### config.mk
export PLATFORM = sky130hd
export DESIGN_NAME = alu_uart_interface
export DESIGN_NICKNAME = d
export VERILOG_FILES = /design/src/rtl/alu_uart_interface.sv
export SDC_FILE = /design/constraint.sdc
export NUM_CORES = 1
export LEC_CHECK = 0
export CAP_MARGIN = 0
export CORE_MARGIN = 5
export CORE_UTILIZATION = 40
export DETAILED_ROUTE_END_ITERATION = 6
export GPL_TIMING_DRIVEN = 0
export PLACE_DENSITY = 0.75
export SYNTH_ARGS = -nofsm -noshare
export SYNTH_HDL_FRONTEND = slang
export SYNTH_SLANG_ARGS = --single-unit
### constraint.sdc
create_clock -name i_clock -period 1.5 [get_ports i_clock]
set_clock_uncertainty 0.05 [all_clocks]
set_input_delay 0.3 -clock i_clock [delete_from_list [all_inputs] [get_ports i_clock]]
set_output_delay 0.3 -clock i_clock [all_outputs]
set_load 0.005 [all_outputs]
### src/rtl/alu_uart_interface.sv
// Sequencer between a UART and a combinational ALU: it collects operand A, operand B
// and the opcode, then returns the (NB_BITS+1)-bit result as a low byte and a carry byte.
module alu_uart_interface #(
  parameter int NB_BITS = 8,
  parameter int NB_OPE  = 6
) (
  input  logic               i_clock,
  input  logic               i_reset,
  input  logic [NB_BITS-1:0] i_rx_data,
  input  logic               i_rx_done,
  output logic [NB_BITS-1:0] o_dato_a,
  output logic [NB_BITS-1:0] o_dato_b,
  output logic [NB_OPE-1:0]  o_ope_sel,
  input  logic [NB_BITS:0]   i_alu_result,
  output logic [NB_BITS-1:0] o_tx_data,
  output logic               o_tx_start,
  input  logic               i_tx_done,
  output logic               o_busy
);

  typedef enum logic [2:0] {
    WAIT_A,
    WAIT_B,
    WAIT_OP,
    COMPUTE,
    SEND_LO,
    WAIT_LO,
    SEND_HI,
    WAIT_HI
  } state_e;

  state_e               state_q, state_d;
  logic [NB_BITS-1:0]   dato_a_q, dato_a_d;
  logic [NB_BITS-1:0]   dato_b_q, dato_b_d;
  logic [NB_OPE-1:0]    ope_sel_q, ope_sel_d;
  logic [NB_BITS:0]     result_q, result_d;
  logic [NB_BITS-1:0]   tx_data_q, tx_data_d;
  logic                 tx_start_q, tx_start_d;
  logic                 busy_q, busy_d;

  // Every output is registered, so each transmit byte and its start pulse are
  // computed one state early and appear together on entry to SEND_LO / SEND_HI.
  always_comb begin
    // NOTE: every signal gets a default before the case so no path leaves it
    // unassigned; a missing default here would infer a latch.
    state_d    = state_q;
    dato_a_d   = dato_a_q;
    dato_b_d   = dato_b_q;
    ope_sel_d  = ope_sel_q;
    result_d   = result_q;
    tx_data_d  = tx_data_q;
    tx_start_d = 1'b0;

    unique case (state_q)
      WAIT_A: begin
        if (i_rx_done) begin
          dato_a_d = i_rx_data;
          state_d  = WAIT_B;
        end
      end
      WAIT_B: begin
        if (i_rx_done) begin
          dato_b_d = i_rx_data;
          state_d  = WAIT_OP;
        end
      end
      WAIT_OP: begin
        if (i_rx_done) begin
          ope_sel_d = i_rx_data[NB_OPE-1:0];
          state_d   = COMPUTE;
        end
      end
      COMPUTE: begin
        // The ALU has had a full cycle on the registered operands; its output is stable.
        result_d   = i_alu_result;
        tx_data_d  = i_alu_result[NB_BITS-1:0];
        tx_start_d = 1'b1;
        state_d    = SEND_LO;
      end
      SEND_LO: begin
        state_d = WAIT_LO;
      end
      WAIT_LO: begin
        if (i_tx_done) begin
          tx_data_d  = {{(NB_BITS-1){1'b0}}, result_q[NB_BITS]};
          tx_start_d = 1'b1;
          state_d    = SEND_HI;
        end
      end
      SEND_HI: begin
        state_d = WAIT_HI;
      end
      WAIT_HI: begin
        // A receive strobe coinciding with this final done is dropped on purpose.
        if (i_tx_done) begin
          state_d = WAIT_A;
        end
      end
      default: begin
        state_d = WAIT_A;
      end
    endcase

    busy_d = (state_d != WAIT_A);
  end

  always_ff @(posedge i_clock or negedge i_reset) begin
    if (!i_reset) begin
      state_q    <= WAIT_A;
      dato_a_q   <= '0;
      dato_b_q   <= '0;
      ope_sel_q  <= '0;
      result_q   <= '0;
      tx_data_q  <= '0;
      tx_start_q <= 1'b0;
      busy_q     <= 1'b0;
    end else begin
      // NOTE: non-blocking assignments let all flops sample the old values at the
      // same edge; blocking ones here would create order-dependent races.
      state_q    <= state_d;
      dato_a_q   <= dato_a_d;
      dato_b_q   <= dato_b_d;
      ope_sel_q  <= ope_sel_d;
      result_q   <= result_d;
      tx_data_q  <= tx_data_d;
      tx_start_q <= tx_start_d;
      busy_q     <= busy_d;
    end
  end

  assign o_dato_a   = dato_a_q;
  assign o_dato_b   = dato_b_q;
  assign o_ope_sel  = ope_sel_q;
  assign o_tx_data  = tx_data_q;
  assign o_tx_start = tx_start_q;
  assign o_busy     = busy_q;

endmodule

==> impl_metrics.env, run 1 <==
export IMPL_status="finished clean"
export IMPL_clkSinkCount=36
export IMPL_final_common_cell="dfrtp_1"
export IMPL_postRouteAntennaNets=0
export IMPL_synth_seq_cells=36
export IMPL_setup_violations=0
export IMPL_multi_input_area_um2=589.3
export IMPL_slew_headroom=0.4782
export IMPL_worstHoldPathType="input port to async pin"
export IMPL_dr_pass1_iters=4
export IMPL_fin_crit_sh=0.9817
export IMPL_synthSimpleGateAreaFrac=0.1282
export IMPL_clockBufferDepth=2
export IMPL_required_ns=1.62
export IMPL_die_h_um=71.70
export IMPL_hold_viol_final=0
export IMPL_grt_pass1_wl_um=6003
export IMPL_r2r_end="o_dato_a[5]"
export IMPL_p_per_area_nw_per_um2=1985
export IMPL_layoutNonFillerInstCount=234
export IMPL_dieArea_um2=5141
export IMPL_reg2reg_slack_ns=0.03
export IMPL_worstSetupStartpointType="flip-flop"
export IMPL_cts_buffers_inserted=5
export IMPL_drt_total_wl_um=3691
export IMPL_synth_flop_cell="dfrtp_1"
export IMPL_grt_pass1_vias=1248
export IMPL_via_per_inst=4.996
export IMPL_cp_end_kind="flip-flop"
export IMPL_synth_edf_count=0
export IMPL_synth_compound_area_frac=0.06820
export IMPL_netlist_instances=115
export IMPL_initialDrtViolationCount=71
export IMPL_yosysTopAreaCell="dfrtp_1"
export IMPL_cts_root_buf="clkbuf_8"
export IMPL_synth_top_family_by_area="multiplexers"
export IMPL_r2r_cells=4
export IMPL_insertion_delay_ns=0.28
export IMPL_worst_pin_slew_ns=0.7828
export IMPL_overflow=0
export IMPL_dpl_cell_area_um2=2098
export IMPL_path_clk_slew_ns=0.07
export IMPL_h_tree_depth=2
export IMPL_fin_area_um2=2342
export IMPL_antenna_found_initial=0
export IMPL_hpwlAfterDp_um=2499
export IMPL_peakVddDrop_v=0.001213
export IMPL_synth_distinct_cells=26
export IMPL_finalCriticalPeriod_ns=1.473
export IMPL_area_delta_synth_final_pct=53.82
export IMPL_rows=22
export IMPL_leakage_nw=1.195
export IMPL_async_reset_ff_frac=1.000
export IMPL_crit_start="state_q[2]"
export IMPL_drive_above_1_share=0.3118
export IMPL_fillCellCount=309
export IMPL_syn_nets=136
export IMPL_cts_tree="yes"
export IMPL_die_w_um=71.70
export IMPL_n_antenna_cell=0
export IMPL_track_usage=0.1511
export IMPL_netlist_area_leader_share=0.5916
export IMPL_seq_area_frac_synth=0.5916
export IMPL_synthMuxAreaShare=0.1849
export IMPL_critPathKind="flip-flop to flip-flop"
export IMPL_design_core_area_um2=3689
export IMPL_timing_rr_start="state_q[2]"
export IMPL_finalMaxSlewViolations=0
export IMPL_yosys_area_share_adder=0
export IMPL_syn_avg_cell_area_um2=13.24
export IMPL_wl_per_cell_um=15.77
export IMPL_worstPathMaxFanout=10
export IMPL_route_detailed_drc=0
export IMPL_fmax_mhz=679.1
export IMPL_grt_max_degree=37
export IMPL_layout_common_cells="dfrtp_1 (34), mux2_2 (24), clkdlybuf4s50_1 (20)"
export IMPL_synth_top_cells_by_area="dfrtp_1 (59%), mux2_2 (18%), a221oi_1 (2.9%)"
export IMPL_syn_area_um2=1523
export IMPL_crit_arrival_ns=1.59
export IMPL_ys_warn_count=0
export IMPL_numPortBuffers=52
export IMPL_placed_cells=215
export IMPL_final_nets=207
export IMPL_register_area_um2=903.4
export IMPL_pin_count=53
export IMPL_vias=1169
export IMPL_max_cap_violations=0
export IMPL_initial_utilization=0.4128
export IMPL_gp_congestion=0.7247
export IMPL_synth_xor_area_frac=0
registers in the layout, indices dropped and copies added, names as in the netlist:
signal	count
o_tx_start	1
o_tx_data	8
result_q	1
o_dato_b	8
o_dato_a	8
o_ope_sel	6
state_q	3
o_busy	1
critical path, cell delays in order (launching register included):
cell and delay [ns]:
dfrtp_2 0.44, buf_6 0.15, nor3_4 0.24, buf_6 0.16
mux2_2 0.33
power breakdown:
group	switching, mW	internal [mW]	total, mW
combinational	0.841	1.35	2.20
clock	0.325	0.409	0.734
sequential	0.262	1.46	1.72
total	1.43	3.22	4.65
cell families after synthesis:
family | count (synthesis)
buffers and inverters | 7
and+or+nand+nor | 33
DFF | 36
muxes | 25
AOI/OAI and AO/OA | 14
per-stage QoR:
stage               hold slack, ns    util  worst slack (ns)  power [mW]  TNS, ns
floorplan                 -0.04559       -           0.06452       2.699        0
global placement            0.4343  0.5702           -0.6617       3.786   -33.32
detailed placement          0.3722  0.5689           -0.4289       3.871   -10.31
CTS                        0.06506  0.6150          0.001028       4.664        0
global route                0.1105  0.6350          -0.03076       4.997  -0.1504
finish                     0.03967  0.6350           0.02738       4.649        0
how the worst max path moves through the flow:
stage	cells past startpoint	end
after global routing	4	o_dato_a[5]
after CTS	1	o_tx_data[4]
after floorplan	4	o_dato_a[0]
after global placement	1	o_dato_a[3]
final	4	o_dato_a[5]
after detailed placement	4	o_dato_a[5]
layer usage:
metal / vias up / GRT usage / part of all wire
li1: 553 / - / -
met1: 564 / 0.1708 / 0.41
met2: 48 / 0.2480 / 0.47
met3: 4 / 0.08415 / 0.11
met4: 0 / 0.03758 / 0.010
met5: - / 0 / 0
layout make-up:
cell class,count,share of cell area
multi-input combinational,72,0.2516
buffer,5,0.01816
clock buffer,7,0.04113
sequential,36,0.3857
inverter,1,0.001603
timing repair buffer,65,0.2762
tap,48,0.02564
cell usage after synthesis, types with 2 or more instances:
master and number:
o22ai_1 2, nand2b_1 2, nand3b_1 4, mux2_2 24, a21oi_1 4, nand2_1 9
a221oi_1 5, nor2_1 10, buf_2 3, dfrtp_1 36
repair_timing:
item                       4_1_cts  5_1_grt
pin swaps                        1        1
hold buffers                     0        0
buffers inserted                10        3
gates resized for setup         21       22
setup endpoints to repair       43       28
Note: power is estimated with default switching activity, not from simulation.
==> run 2: changes to the inputs <==
TNS_END_PERCENT = 50   (was default)
==> impl_metrics.env, run 2 (synthesized netlist as in run 1, its figures left out) <==
export IMPL_hpwlAfterDp_um=2499
export IMPL_wl_per_cell_um=15.69
export IMPL_worstHoldPathType="input port to async pin"
export IMPL_clkSinkCount=36
export IMPL_final_core_util=0.6130
export IMPL_insertion_delay_ns=0.28
export IMPL_h_tree_depth=2
export IMPL_grt_use_met2=0.2388
export IMPL_vias=1129
export IMPL_cts_tree="yes"
export IMPL_die_w_um=71.70
export IMPL_setup_violations=0
export IMPL_fin_ws_ns=0.02834
export IMPL_holdWs_ns=0.03759
export IMPL_finalMaxSlewViolations=0
export IMPL_n_antenna_cell=0
export IMPL_initial_utilization=0.4128
export IMPL_path_delay_family="flip-flops"
export IMPL_fin_crit_sh=0.9811
export IMPL_cts_root_buf="clkbuf_8"
export IMPL_initialDrtViolationCount=41
export IMPL_grt_busiest_layer="met2"
export IMPL_p_per_area_nw_per_um2=1971
export IMPL_required_ns=1.62
export IMPL_antenna_found_initial=0
export IMPL_final_nets=199
export IMPL_cp_end_kind="flip-flop"
export IMPL_grt_pass1_wl_um=5878
export IMPL_crit_top_cell="buf_6"
export IMPL_pin_count=53
export IMPL_max_cap_violations=0
export IMPL_grtUsageMet3=0.08415
export IMPL_postRouteAntennaNets=0
export IMPL_overflow=0
export IMPL_placed_cells=215
export IMPL_route_detailed_drc=0
export IMPL_via_per_inst=4.996
export IMPL_hold_viol_final=0
export IMPL_track_usage=0.1482
export IMPL_leakage_nw=1.079
export IMPL_rows=22
export IMPL_finalCriticalPeriod_ns=1.472
export IMPL_layout_common_cells="dfrtp_1 (34), mux2_2 (24), dlygate4sd2_1 (22)"
export IMPL_design_core_area_um2=3689
export IMPL_critPathKind="flip-flop to flip-flop"
export IMPL_worstPathMaxFanout=10
export IMPL_status="finished clean"
export IMPL_critPathBufInv=2
export IMPL_post_place_ws_ns=-0.4289
export IMPL_met1_usage=0.1699
export IMPL_drt_total_wl_um=3545
export IMPL_path_clk_slew_ns=0.07
export IMPL_dieArea_um2=5141
export IMPL_critPathSlowestCell="dfrtp_2"
export IMPL_crit_chain="buf_6, nor3_4, buf_6, mux2_2"
export IMPL_slew_headroom=0.4836
export IMPL_rsz0062_at_grt="true"
export IMPL_layoutNonFillerInstCount=226
export IMPL_gp_congestion=0.7247
export IMPL_fmax_mhz=679.5
export IMPL_cts_buffers_inserted=5
export IMPL_worstSetupStartpointType="flip-flop"
export IMPL_fillCellCount=317
export IMPL_peakVddDrop_v=0.001207
export IMPL_grt_pass1_vias=1202
export IMPL_critPathMaxStageDelay_ns=0.43
export IMPL_crit_arrival_ns=1.59
export IMPL_dr_pass1_iters=5
export IMPL_numPortBuffers=52
export IMPL_grt_max_degree=37
export IMPL_clockBufferDepth=2
export IMPL_drive_above_1_share=0.2809
export IMPL_area_delta_synth_final_pct=48.48
export IMPL_final_common_cell="dfrtp_1"
export IMPL_die_h_um=71.70
export IMPL_worst_pin_slew_ns=0.7746
-- run 2: cell count changes in the layout (fill, tap and decap cells not counted), sizes merged --
cell           before  now
buf                18   10
dlymetal6s2s       14    8
dlygate4sd2        17   22
clkdlybuf4s50      20   21
-- run 2: per-layer routing --
| metal | share of wire | vias to the layer above |
|---|---|---|
| li1 | - | 533 |
| met1 | 0.41 | 542 |
| met2 | 0.47 | 48 |
| met3 | 0.11 | 6 |
| met4 | 0.0096 | 0 |
| met5 | 0 | - |
-- run 2: final timing paths --
kind | start | end | slack [ns] | cells past startpoint
worst max-delay path | state_q[2] | o_dato_a[5] | 0.03 | 4
worst min-delay path | i_reset | o_tx_data[0] | 0.04 | 1
worst max register to register | state_q[2] | o_dato_a[5] | 0.03 | 4
worst min register to register | o_dato_a[1] | o_dato_a[1] | 0.45 | 1
max in group asynchronous | i_reset | state_q[0] | 0.81 | 1
min in group i_clock | o_dato_a[1] | o_dato_a[1] | 0.45 | 1
-- run 2: where the power goes --
group | internal [mW] | switching [mW] | leakage [nW]
combinational | 1.21 | 0.784 | 0.591
clock | 0.409 | 0.317 | 0.0503
sequential | 1.46 | 0.280 | 0.437
total | 3.07 | 1.38 | 1.08
-- run 2: repair_timing --
action                     4_1_cts  5_1_grt
setup endpoints to repair       43       23
gates resized for setup         26       16
pin swaps                        1        1
setup buffers                    4        1
cloned                           0        0
hold buffers                     0        0
-- run 2: cell type report --
class	count	area (µm²)	share of cell area
Clock buffer	7	96.34	0.04261
Multi-Input combinational cell	72	589.3	0.2607
Tap cell	48	60.06	0.02656
Inverter	1	3.754	0.001660
Sequential cell	36	903.4	0.3996
Buffer	5	42.54	0.01882
Timing Repair Buffer	57	565.5	0.2501
-- run 2: stage by stage --
step | total power, mW | TNS (ns) | instance area [µm²]
2_1_floorplan | 2.699 | 0 | 1523
3_3_place_gp | 3.786 | -33.32 | 2103
3_5_place_dp | 3.871 | -10.31 | 2098
4_1_cts | 4.499 | 0 | 2217
5_1_grt | 4.795 | -0.1903 | 2261
6_report | 4.456 | 0 | 2261
==> run 3: changes to the inputs <==
RECOVER_POWER = 25   (was default)
==> impl_metrics.env, run 3 (synthesized netlist as in run 1, its figures left out) <==
export IMPL_gp_congestion=0.7247
export IMPL_die_h_um=71.70
export IMPL_status="finished clean"
export IMPL_power_mw=4.456
export IMPL_initial_utilization=0.4128
export IMPL_crit_chain="buf_6, nor3_4, buf_6, mux2_2"
export IMPL_dr_pass1_iters=5
export IMPL_grt_pass1_vias=1202
export IMPL_hold_viol_final=0
export IMPL_fillCellCount=317
export IMPL_required_ns=1.62
export IMPL_crit_top_cell="buf_6"
export IMPL_r2r_cells=4
export IMPL_grt_pass1_wl_um=5878
export IMPL_insertion_delay_ns=0.28
export IMPL_clkSinkCount=36
export IMPL_r2r_end="o_dato_a[5]"
export IMPL_critPathMaxStageDelay_ns=0.43
export IMPL_tns_ns=0
export IMPL_die_w_um=71.70
export IMPL_overflow=0
export IMPL_worstHoldPathType="input port to async pin"
export IMPL_timing_rr_start="state_q[2]"
export IMPL_critPathBufInv=2
export IMPL_route_detailed_drc=0
export IMPL_worst_path_stages=4
export IMPL_pin_count=53
export IMPL_fmax_mhz=679.5
export IMPL_crit_arrival_ns=1.59
export IMPL_p_per_area_nw_per_um2=1971
export IMPL_critPathKind="flip-flop to flip-flop"
export IMPL_final_common_cell="dfrtp_1"
export IMPL_path_clk_slew_ns=0.07
export IMPL_finalCriticalPeriod_ns=1.472
export IMPL_ctsHoldBuffers=0
export IMPL_setup_worst_path_end="o_dato_a[5]"
export IMPL_via_per_inst=4.996
export IMPL_clockBufferDepth=2
export IMPL_drive_above_1_share=0.2809
export IMPL_antenna_found_initial=0
export IMPL_design_core_area_um2=3689
export IMPL_critPathSlowestCell="dfrtp_2"
export IMPL_wl_per_cell_um=15.68
export IMPL_cts_buffers_inserted=5
export IMPL_hpwlAfterDp_um=2499
export IMPL_fin_crit_sh=0.9811
export IMPL_peakVddDrop_v=0.001207
export IMPL_final_nets=199
export IMPL_layout_common_cells="dfrtp_1 (34), mux2_2 (24), dlygate4sd2_1 (22)"
export IMPL_cp_end_kind="flip-flop"
export IMPL_cts_root_buf="clkbuf_8"
export IMPL_reg2reg_slack_ns=0.03
export IMPL_path_delay_family="flip-flops"
export IMPL_setup_violations=0
export IMPL_crit_start="state_q[2]"
export IMPL_finalMaxSlewViolations=0
export IMPL_initialDrtViolationCount=41
export IMPL_numPortBuffers=52
export IMPL_worstSetupStartpointType="flip-flop"
export IMPL_vias=1129
export IMPL_layoutNonFillerInstCount=226
export IMPL_track_usage=0.1482
export IMPL_grt_max_degree=37
export IMPL_slew_headroom=0.4221
export IMPL_cts_tree="yes"
export IMPL_worst_pin_slew_ns=0.8668
export IMPL_rsz0062_at_grt="true"
export IMPL_drt_total_wl_um=3544
export IMPL_h_tree_depth=2
export IMPL_holdWs_ns=0.06737
export IMPL_placed_cells=215
export IMPL_area_delta_synth_final_pct=48.48
export IMPL_n_antenna_cell=0
export IMPL_rows=22
export IMPL_final_core_util=0.6130
export IMPL_worstPathMaxFanout=10
export IMPL_postRouteAntennaNets=0
export IMPL_dieArea_um2=5141
export IMPL_max_cap_violations=0
export IMPL_leakage_nw=1.079
run 3: cell count changes in the layout (fill, tap and decap cells not counted):
cell / delta
clkbuf_2: +1
buf_2: -1
run 3: how the worst min path moves through the flow:
stage | startpoint | endpoint | slack, ns | cells past startpoint
floorplan | i_reset | o_busy | -0.05 | 0
global placement | result_q[8] | result_q[8] | 0.43 | 1
detailed placement | i_reset | o_tx_start | 0.37 | 1
CTS | i_reset | o_tx_start | 0.07 | 1
global route | i_reset | result_q[8] | 0.15 | 1
finish | i_reset | o_tx_data[0] | 0.07 | 1
run 3: final cells by class:
cell class	instances	area [µm²]	area share
plain buffers	5	42.54	0.01882
clock buffers	7	96.34	0.04261
inverters	1	3.754	0.001660
multi-input cells	72	589.3	0.2607
flip-flops and latches	36	903.4	0.3996
well taps	48	60.06	0.02656
repair buffers	57	565.5	0.2501
run 3: layer usage:
| layer | share of wire | wire [µm] | vias up | GRT usage |
|---|---|---|---|---|
| li1 | - | - | 533 | - |
| met1 | 0.41 | 1461 | 542 | 0.1699 |
| met2 | 0.47 | 1650 | 48 | 0.2388 |
| met3 | 0.11 | 398 | 6 | 0.08415 |
| met4 | 0.0096 | 34 | 0 | 0.03758 |
| met5 | 0 | 0 | - | 0 |
run 3: timing repair:
item                                    4_1_cts  5_1_grt
pin swaps                                     1        1
setup buffers                                 4        1
endpoints found under the setup margin       43       23
resized for setup                            26       16
run 3: per-stage QoR:
stage / cell area (µm²) / setup WS [ns]
after global placement: 2103 / -0.6617
after detailed placement: 2098 / -0.4289
final: 2261 / 0.02834
after global routing: 2261 / -0.03531
after floorplan: 1523 / 0.06452
after CTS: 2217 / 0.002065
run 3: report_power, final:
group          switching (mW)  internal, mW  leakage (nW)  total [mW]
logic                   0.784          1.21         0.592        1.99
clock network           0.317         0.409        0.0503       0.726
registers               0.280          1.46         0.437        1.74
